[src/rtl/uart_rx_frame_if.sv]
// Signal bundle between the UART receive engine and its line/config driver and
// result consumer. The master drives the line and config; the slave is the receiver.
interface uart_rx_frame_if #(
    parameter int DATA_WIDTH = 8
);
    logic                  RX_IN;
    logic [5:0]            PRESCALE;
    logic                  PAR_EN;
    logic                  PAR_TYP;
    logic [DATA_WIDTH-1:0] P_DATA;
    logic                  DATA_VALID;
    logic                  PAR_ERR;
    logic                  STP_ERR;
    logic                  RX_BUSY;

    modport master (
        output RX_IN, PRESCALE, PAR_EN, PAR_TYP,
        input  P_DATA, DATA_VALID, PAR_ERR, STP_ERR, RX_BUSY
    );

    modport slave (
        input  RX_IN, PRESCALE, PAR_EN, PAR_TYP,
        output P_DATA, DATA_VALID, PAR_ERR, STP_ERR, RX_BUSY
    );
endinterface

[src/rtl/uart_rx_frame.sv]
// UART receive engine: oversampled start qualification, 3-sample majority
// data recovery, optional parity and stop checking with one-cycle result strobes.
module uart_rx_frame #(
    parameter int DATA_WIDTH = 8
) (
    input logic            CLK,
    input logic            RST,
    uart_rx_frame_if.slave rx_if
);
    localparam int BCW = $clog2(DATA_WIDTH);

    typedef enum logic [2:0] {IDLE, START, DATA, PARITY, STOP} state_e;

    state_e                state_q, state_d;
    logic                  rx_meta_q, rx_s_q;
    logic [5:0]            edge_cnt_q, prescale_q;
    logic [BCW-1:0]        bit_cnt_q;
    logic                  par_en_q, par_typ_q, par_fail_q;
    logic [2:0]            samples_q;
    logic [DATA_WIDTH-1:0] shift_q, p_data_q;
    logic                  data_valid_q, par_err_q, stp_err_q;
    logic                  rx_busy;

    logic [5:0] half;
    logic       bit_end, in_window, vote, last_data;

    assign half      = {1'b0, prescale_q[5:1]};
    assign bit_end   = (edge_cnt_q == prescale_q - 6'd1);
    assign in_window = (edge_cnt_q >= half - 6'd1) && (edge_cnt_q <= half + 6'd1);
    assign vote      = (samples_q[0] & samples_q[1]) | (samples_q[0] & samples_q[2]) |
                       (samples_q[1] & samples_q[2]);
    assign last_data = (bit_cnt_q == BCW'(DATA_WIDTH - 1));

    // NOTE: sequential state is written with <= so every flop samples pre-edge values.
    always_ff @(posedge CLK) begin
        if (RST) begin
            state_q <= IDLE;
        end else begin
            state_q <= state_d;
        end
    end

    // NOTE: state_d gets a default first so no path through the case infers a latch.
    always_comb begin
        state_d = state_q;
        unique case (state_q)
            IDLE:    if (!rx_s_q) state_d = START;
            START:   if (bit_end) state_d = vote ? IDLE : DATA;
            DATA:    if (bit_end && last_data) state_d = par_en_q ? PARITY : STOP;
            PARITY:  if (bit_end) state_d = STOP;
            STOP:    if (bit_end) state_d = IDLE;
            default: state_d = IDLE;
        endcase
    end

    always_comb begin
        rx_busy = (state_q != IDLE);
    end

    // Both synchronizer flops reset to the idle line level so reset never looks like a start bit.
    always_ff @(posedge CLK) begin
        if (RST) begin
            rx_meta_q <= 1'b1;
            rx_s_q    <= 1'b1;
        end else begin
            rx_meta_q <= rx_if.RX_IN;
            rx_s_q    <= rx_meta_q;
        end
    end

    always_ff @(posedge CLK) begin
        if (RST) begin
            edge_cnt_q   <= '0;
            prescale_q   <= '0;
            bit_cnt_q    <= '0;
            par_en_q     <= 1'b0;
            par_typ_q    <= 1'b0;
            par_fail_q   <= 1'b0;
            samples_q    <= '0;
            shift_q      <= '0;
            p_data_q     <= '0;
            data_valid_q <= 1'b0;
            par_err_q    <= 1'b0;
            stp_err_q    <= 1'b0;
        end else begin
            data_valid_q <= 1'b0;
            par_err_q    <= 1'b0;
            stp_err_q    <= 1'b0;
            if (state_q == IDLE) begin
                // The detection cycle is edge 0 of the start bit, hence the load of 1.
                if (!rx_s_q) begin
                    edge_cnt_q <= 6'd1;
                    prescale_q <= rx_if.PRESCALE;
                    par_en_q   <= rx_if.PAR_EN;
                    par_typ_q  <= rx_if.PAR_TYP;
                    par_fail_q <= 1'b0;
                    bit_cnt_q  <= '0;
                end
            end else begin
                edge_cnt_q <= bit_end ? 6'd0 : edge_cnt_q + 6'd1;
                if (in_window) samples_q <= {samples_q[1:0], rx_s_q};
                if (bit_end) begin
                    unique case (state_q)
                        DATA: begin
                            shift_q   <= {vote, shift_q[DATA_WIDTH-1:1]};
                            bit_cnt_q <= last_data ? '0 : bit_cnt_q + BCW'(1);
                        end
                        PARITY: par_fail_q <= (vote != (^shift_q ^ par_typ_q));
                        STOP: begin
                            data_valid_q <= !par_fail_q && vote;
                            par_err_q    <= par_fail_q;
                            stp_err_q    <= !vote;
                            if (!par_fail_q && vote) p_data_q <= shift_q;
                        end
                        default: ;
                    endcase
                end
            end
        end
    end

    assign rx_if.P_DATA     = p_data_q;
    assign rx_if.DATA_VALID = data_valid_q;
    assign rx_if.PAR_ERR    = par_err_q;
    assign rx_if.STP_ERR    = stp_err_q;
    assign rx_if.RX_BUSY    = rx_busy;
endmodule
[src/flat_wrapper.sv]
// flat-port wrapper written by rule: the top's interface ports become plain ports
module uart_rx_frame_flat 
#(
    parameter int DATA_WIDTH = 8
)
  (CLK, RST, rx_if_RX_IN, rx_if_PRESCALE, rx_if_PAR_EN, rx_if_PAR_TYP, rx_if_P_DATA, rx_if_DATA_VALID, rx_if_PAR_ERR, rx_if_STP_ERR, rx_if_RX_BUSY);
  uart_rx_frame_if #(.DATA_WIDTH(DATA_WIDTH)) rx_if_i ();
  input logic CLK;
  input logic RST;
  input wire logic [$bits(rx_if_i.RX_IN)-1:0] rx_if_RX_IN;
  input wire logic [$bits(rx_if_i.PRESCALE)-1:0] rx_if_PRESCALE;
  input wire logic [$bits(rx_if_i.PAR_EN)-1:0] rx_if_PAR_EN;
  input wire logic [$bits(rx_if_i.PAR_TYP)-1:0] rx_if_PAR_TYP;
  output wire logic [$bits(rx_if_i.P_DATA)-1:0] rx_if_P_DATA;
  output wire logic [$bits(rx_if_i.DATA_VALID)-1:0] rx_if_DATA_VALID;
  output wire logic [$bits(rx_if_i.PAR_ERR)-1:0] rx_if_PAR_ERR;
  output wire logic [$bits(rx_if_i.STP_ERR)-1:0] rx_if_STP_ERR;
  output wire logic [$bits(rx_if_i.RX_BUSY)-1:0] rx_if_RX_BUSY;
  assign rx_if_i.RX_IN = rx_if_RX_IN;
  assign rx_if_i.PRESCALE = rx_if_PRESCALE;
  assign rx_if_i.PAR_EN = rx_if_PAR_EN;
  assign rx_if_i.PAR_TYP = rx_if_PAR_TYP;
  assign rx_if_P_DATA = rx_if_i.P_DATA;
  assign rx_if_DATA_VALID = rx_if_i.DATA_VALID;
  assign rx_if_PAR_ERR = rx_if_i.PAR_ERR;
  assign rx_if_STP_ERR = rx_if_i.STP_ERR;
  assign rx_if_RX_BUSY = rx_if_i.RX_BUSY;
  uart_rx_frame #(.DATA_WIDTH(DATA_WIDTH)) u_core (.CLK(CLK), .RST(RST), .rx_if(rx_if_i));
endmodule
[config.mk]
export PLATFORM = sky130hd
export DESIGN_NAME = uart_rx_frame_flat
export DESIGN_NICKNAME = d
export VERILOG_FILES = /design/src/rtl/uart_rx_frame_if.sv /design/src/rtl/uart_rx_frame.sv /design/src/flat_wrapper.sv
export SDC_FILE = /design/constraint.sdc
export NUM_CORES = 1
export LEC_CHECK = 0
export BUFFER_PORTS_ARGS = -buffer_cell sky130_fd_sc_hd__buf_4
export CORE_MARGIN = 2
export CORE_UTILIZATION = 50
export CTS_CLUSTER_DIAMETER = 50
export DETAILED_ROUTE_END_ITERATION = 8
export PLACE_DENSITY = 0.69
export SYNTH_ARGS = -nofsm -noshare
export SYNTH_HDL_FRONTEND = slang
export SYNTH_SLANG_ARGS = --single-unit
[constraint.sdc]
create_clock -name CLK -period 2.9 [get_ports CLK]
set_input_delay 0.145 -clock CLK [delete_from_list [all_inputs] [get_ports CLK]]
set_output_delay 0.145 -clock CLK [all_outputs]
set_load 0.1 [all_outputs]
# Yosys cells after proc, flatten, opt, wreduce, memory -nomap -nowiden

Index checks and enable logic that the tools add are counted.

Logic and storage cells: 83
Bits in registers: 45
Output and inout bits: 12

Bitwise logic cells: 10
Muxes and demuxes: 20
Order comparisons: 2
Add/sub/neg operators: 5
Reduce and logical (&&, ||, !) cells: 19
Equality and inequality tests: 12

Operators with widths:

| cell                | count |
|---|---|
| $mux 3              | 11 |
| $mux 6              | 3 |
| $pmux 3 s5          | 1 |
| $reduce_and 3->1    | 3 |
| $ne 2x1->1 const B  | 4 |
| $reduce_xor 8->1    | 1 |
| $add 5x1->6 const B | 1 |
| $add 6x1->6 const B | 1 |
| $eq 3x2->1 const B  | 2 |
| $eq 3x3->1 const B  | 2 |
| $eq 6x6->1          | 1 |
| $ge 6x6->1          | 1 |
| $le 6x6->1          | 1 |
| $reduce_bool 2->1   | 3 |
| $sub 5x1->6 const B | 1 |
| $sub 6x1->6 const B | 1 |
| $reduce_and 5->1    | 1 |
| $mux 1              | 4 |
| $not 1->1           | 4 |
| $reduce_and 2->1    | 2 |
| $reduce_and 4->1    | 1 |
| $reduce_or 4->1     | 1 |
| $add 3x1->3 const B | 1 |
| $and 1x1->1         | 3 |
| other kinds (10)    | 14 |

# Longest topological paths before layout

Depth after elaboration: 7
Depth in mapped cells: 9
Depth with buffers taken out: 9

# Least setup slack after synthesis

OpenSTA, ideal clock, no wires.

Kind: register -> register
Start point: register u_core.prescale_q[1]
End point: register u_core.p_data_q[0], in the netlist u_core.rx_if.P_DATA[0]
Arrival: 2.121 ns
Stages on the path, launching flop included: 10
Buffers on the path: 1
Setup slack: 0.708 ns
Setup time: 0.072 ns
Path through: dfxtp_1 > inv_1 > ha_1 > nor2b_1 > or3_1 > a31oi_2 > nand4_2 > nor4b_2 > buf_4 > mux2i_1

Word-level cells in the longest chain between the ends: 3

Ends and longest elaborated chain:

| item                              | RTL line             | source |
|---|---|---|
| start: declaration                | uart_rx_frame.sv:16  | `logic [5:0] edge_cnt_q, prescale_q;` |
| start signal: assignment          | uart_rx_frame.sv:93  | `prescale_q <= rx_if.PRESCALE;` |
| $sub 6x1->6                       | uart_rx_frame.sv:28  | `assign bit_end = (edge_cnt_q == prescale_q - 6'd1);` |
| $eq 6x6->1                        | uart_rx_frame.sv:28  |  |
| $reduce_and 4->1 (no source line) | -                    |  |
| end signal: assignment            | uart_rx_frame.sv:113 | `if (!par_fail_q && vote) p_data_q <= shift_q;` |
| end: declaration                  | uart_rx_frame.sv:20  | `logic [DATA_WIDTH-1:0] shift_q, p_data_q;` |

No other way between the ends.
A chain may end at the register's enable or synchronous reset.

# Worst setup path in the final report

Start point: register u_core.prescale_q[1]
End point: register u_core.p_data_q[4], in the netlist u_core.rx_if.P_DATA[4]

Same word-level chain as after synthesis.

==> results.py <==
metrics = {
    "global_routing": {
        "grt_pass1_vias": 1817,
        "grt_max_degree": 52,
        "grt_first_pass_wirelength_mm": 8.55,
        "grt.overflow.total": 0,
        "gr-usage-all-layers_pct": 19.9,
        "antenna_found_initial": 0,
    },
    "timing": {
        "skew_ns": 0.00909,
        "timing.final.max_slew_violations": 0,
        "hold_viol": 0,
        "relSlewSlack_pct": 53.2,
        "max_freq_mhz": 411,
        "tns_ns": 0,
        "layout_setup_ws_ns": 0.465,
        "rsz0062_at_grt": "false",
        "period_share_pct": 84.0,
        "timing.final.crit_period_ns": 2.43,
        "worst_pin_slew_ns": 0.697,
        "setup_viol": 0,
    },
    "routing": {
        "wl_met1_mm": 2.61,
        "routed_wirelength_mm": 5.02,
        "met2_length_mm": 2.22,
        "via_count": 1989,
        "drt-pass1-iter-count": 4,
        "drc_errors": 0,
        "drt-vias-per-instance": 5.29,
        "drt_iter0_drc": 162,
        "wl_met3_um": 129,
        "ant_nets": 0,
        "route.top_layer_used": "met4",
        "wl_per_cell_um": 13.3,
    },
    "place": {
        "dp_cells": 368,
        "dp_hpwl_mm": 3.64,
        "io_buffers": 22,
        "place.gp.congestion": 0.797,
        "preCtsSetupSlack_ns": 0.474,
    },
    "clock_tree": {
        "cts.repair.resized": 0,
        "clock_latency_ns": 0.31,
        "clk_pin_slew_ns": 0.10,
        "cts_tree": "yes",
        "cts_made_buffers": 5,
        "cts_sinks": 45,
        "cts_hold_buf": 0,
        "htreeDepth": 2,
        "clockRootBuffer": "clkbuf_8",
        "cts_setup_buffers": 0,
        "clk_path_buf_depth": 2,
    },
    "critical_path": {
        "worstPathCellList": "inv_1 > ha_1 > nor2b_1 > or3_1 > a31oi_2 > nand4_2 > nor4b_2 > buf_4 > mux2i_1",
        "slowest_delay_ns": 0.39,
        "worst-setup-path-type": "reg -> reg",
        "required_ns": 3.14,
        "crit_arrival_ns": 2.67,
        "cp-start-kind": "flip-flop",
        "cp-end-kind": "flip-flop",
        "critical_path.max_fanout": 8,
        "critical_path.slowest_cell": "dfxtp_1",
    },
    "pwr": {
        "p_leak_uw": 0.00120,
        "ir_drop_mv": 0.335,
        "p_per_area_nw_per_um2": 416,
    },
    "cells_and_area": {
        "antennaDiodeCount": 0,
        "drive_above_1_share_pct": 13.9,
        "stdcell_count": 376,
        "nets": 337,
        "area_growth_pct": 12.6,
    },
    "synth": {
        "ys_ff_latch": 45,
        "netlist_area_um2": 2520,
        "synthCells": 289,
        "avgSynthCellArea_um2": 8.72,
        "yosysWarnings": 0,
        "yosysUniqueCellTypes": 45,
        "yosysSeqAreaShare_pct": 35.7,
        "synthesis.nets": 318,
        "synth_edf_count": 0,
        "synthArstFlopShare_pct": 0,
        "yosys_most_used_dff": "dfxtp_1",
    },
    "floorplanning": {
        "die_x_um": 75.0,
        "rows": 25,
        "die_h_um": 75.0,
        "initial_core_util_pct": 52.7,
        "dieArea_um2": 5630,
        "ios": 23,
        "core_um2": 4790,
    },
    "job": {
        "cap_violations": 0,
    },
    "worst_hold_path": {
        "min-delay-path-class": "in -> reg",
    },
    "status": {
        "status": "finished clean",
    },
}
[final timing paths]
check,slack [ns],endpoint,cells after the start,start
setup / recovery,0.47,u_core.rx_if.P_DATA[4],9,u_core.prescale_q[1]
hold / removal,0.02,u_core.rx_meta_q,2,rx_if_RX_IN
setup reg to reg,0.47,u_core.rx_if.P_DATA[4],9,u_core.prescale_q[1]
hold reg to reg,0.42,u_core.rx_s_q,1,u_core.rx_meta_q
[placed cells by master, fill, tap and decap left out, types with 6 or more instances in the layout]
| cell type | netlist | layout |
|---|---|---|
| dfxtp_1 | 45 | 45 |
| nand2_1 | 31 | 31 |
| buf_4 | 2 | 27 |
| nand2b_1 | 22 | 22 |
| mux2i_1 | 20 | 20 |
| ha_1 | 18 | 18 |
| nor2_1 | 17 | 17 |
| xnor2_1 | 17 | 17 |
| a21oi_1 | 17 | 17 |
| nand3_1 | 11 | 11 |
| inv_1 | 7 | 7 |
| nand4_1 | 7 | 7 |
| o21ai_0 | 6 | 6 |
[cells by family (layout without fill, tap and decap cells)]
group	count (synthesis)	in the layout	share of synthesized area [%]
buf+inv	23	43	3.87
fa+ha+maj	19	19	9.33
xor+xnor	22	22	7.64
mux	20	20	7.94
simple gates	119	119	25.4
flops	45	45	35.7
compound gates	41	41	10.1
[per-stage QoR]
stage                     utilization (%)  total power (uW)  area, um^2  hold slack, ns
after floorplan                         -               740        2520           0.249
after global placement               57.3               770        2740           0.329
after detailed placement             57.3               771        2740           0.336
after CTS                            59.3              1190        2840          0.0154
after global routing                 59.3              1240        2840          0.0125
final                                59.3              1180        2840          0.0233
[synthesized netlist by cell type, types with 2 or more instances]
cell / count / area [um^2]
xor2_1: 5 / 43.8
nand3_1: 11 / 55.1
clkbuf_1: 10 / 37.5
o211a_1: 2 / 20.0
a21o_1: 3 / 22.5
or3_1: 2 / 12.5
o21ai_0: 6 / 30.0
mux2i_1: 20 / 200
nor2b_1: 3 / 18.8
buf_2: 3 / 15.0
nor3_1: 5 / 25.0
nand4b_1: 2 / 17.5
xnor2_1: 17 / 149
nand4_1: 7 / 43.8
nand2b_1: 22 / 138
or2_2: 3 / 18.8
or4_1: 4 / 30.0
dfxtp_1: 45 / 901
nor2_1: 17 / 63.8
nand2_1: 31 / 116
inv_1: 7 / 26.3
a21oi_1: 17 / 85.1
and3_1: 3 / 18.8
a31oi_1: 5 / 31.3
buf_4: 2 / 15.0
ha_1: 18 / 225
[power breakdown]
part / switching, uW / internal, uW / leakage, uW
combinational: 66.6 / 52.9 / 0.000782
clock: 242 / 182 / 0.0000511
sequential: 12.2 / 625 / 0.000364
total: 321 / 860 / 0.00120
[final cells by class]
type / count / area, um^2
tap: 67 / 83.8
inverter: 8 / 30.0
clock buffer: 5 / 68.8
fill: 447 / 1950
timing repair buffer: 27 / 203
sequential: 45 / 901
multi-input combinational: 221 / 1520
clock inverter: 3 / 28.8
[flip-flops by register name, indices dropped and copies added, names as in the netlist]
register                 flops
u_core.prescale_q            6
u_core.par_en_q              1
u_core.rx_meta_q             1
u_core.state_q               3
u_core.rx_s_q                1
u_core.shift_q               8
u_core.rx_if.PAR_ERR         1
u_core.rx_if.DATA_VALID      1
u_core.edge_cnt_q            6
u_core.rx_if.STP_ERR         1
u_core.par_fail_q            1
u_core.rx_if.P_DATA          8
u_core.samples_q             3
u_core.bit_cnt_q             3
u_core.par_typ_q             1
[per-layer routing]
| layer | track usage [%] | vias up |
|---|---|---|
| met5 | 0 | - |
| met4 | 6.15 | 0 |
| met3 | 4.02 | 5 |
| met2 | 31.6 | 23 |
| met1 | 27.5 | 922 |
| li1 | - | 1039 |
[worst max-delay path: cells and delay by family (launching register included)]
| kind | cells | cell delay [ns] |
|---|---|---|
| flops | 1 | 0.39 |
| buf+inv | 2 | 0.37 |
| mux | 1 | 0.22 |
| fa+ha+maj | 1 | 0.23 |
| simple gates | 4 | 0.91 |
| compound gates | 1 | 0.23 |
Power figures use the tool's default switching activity.
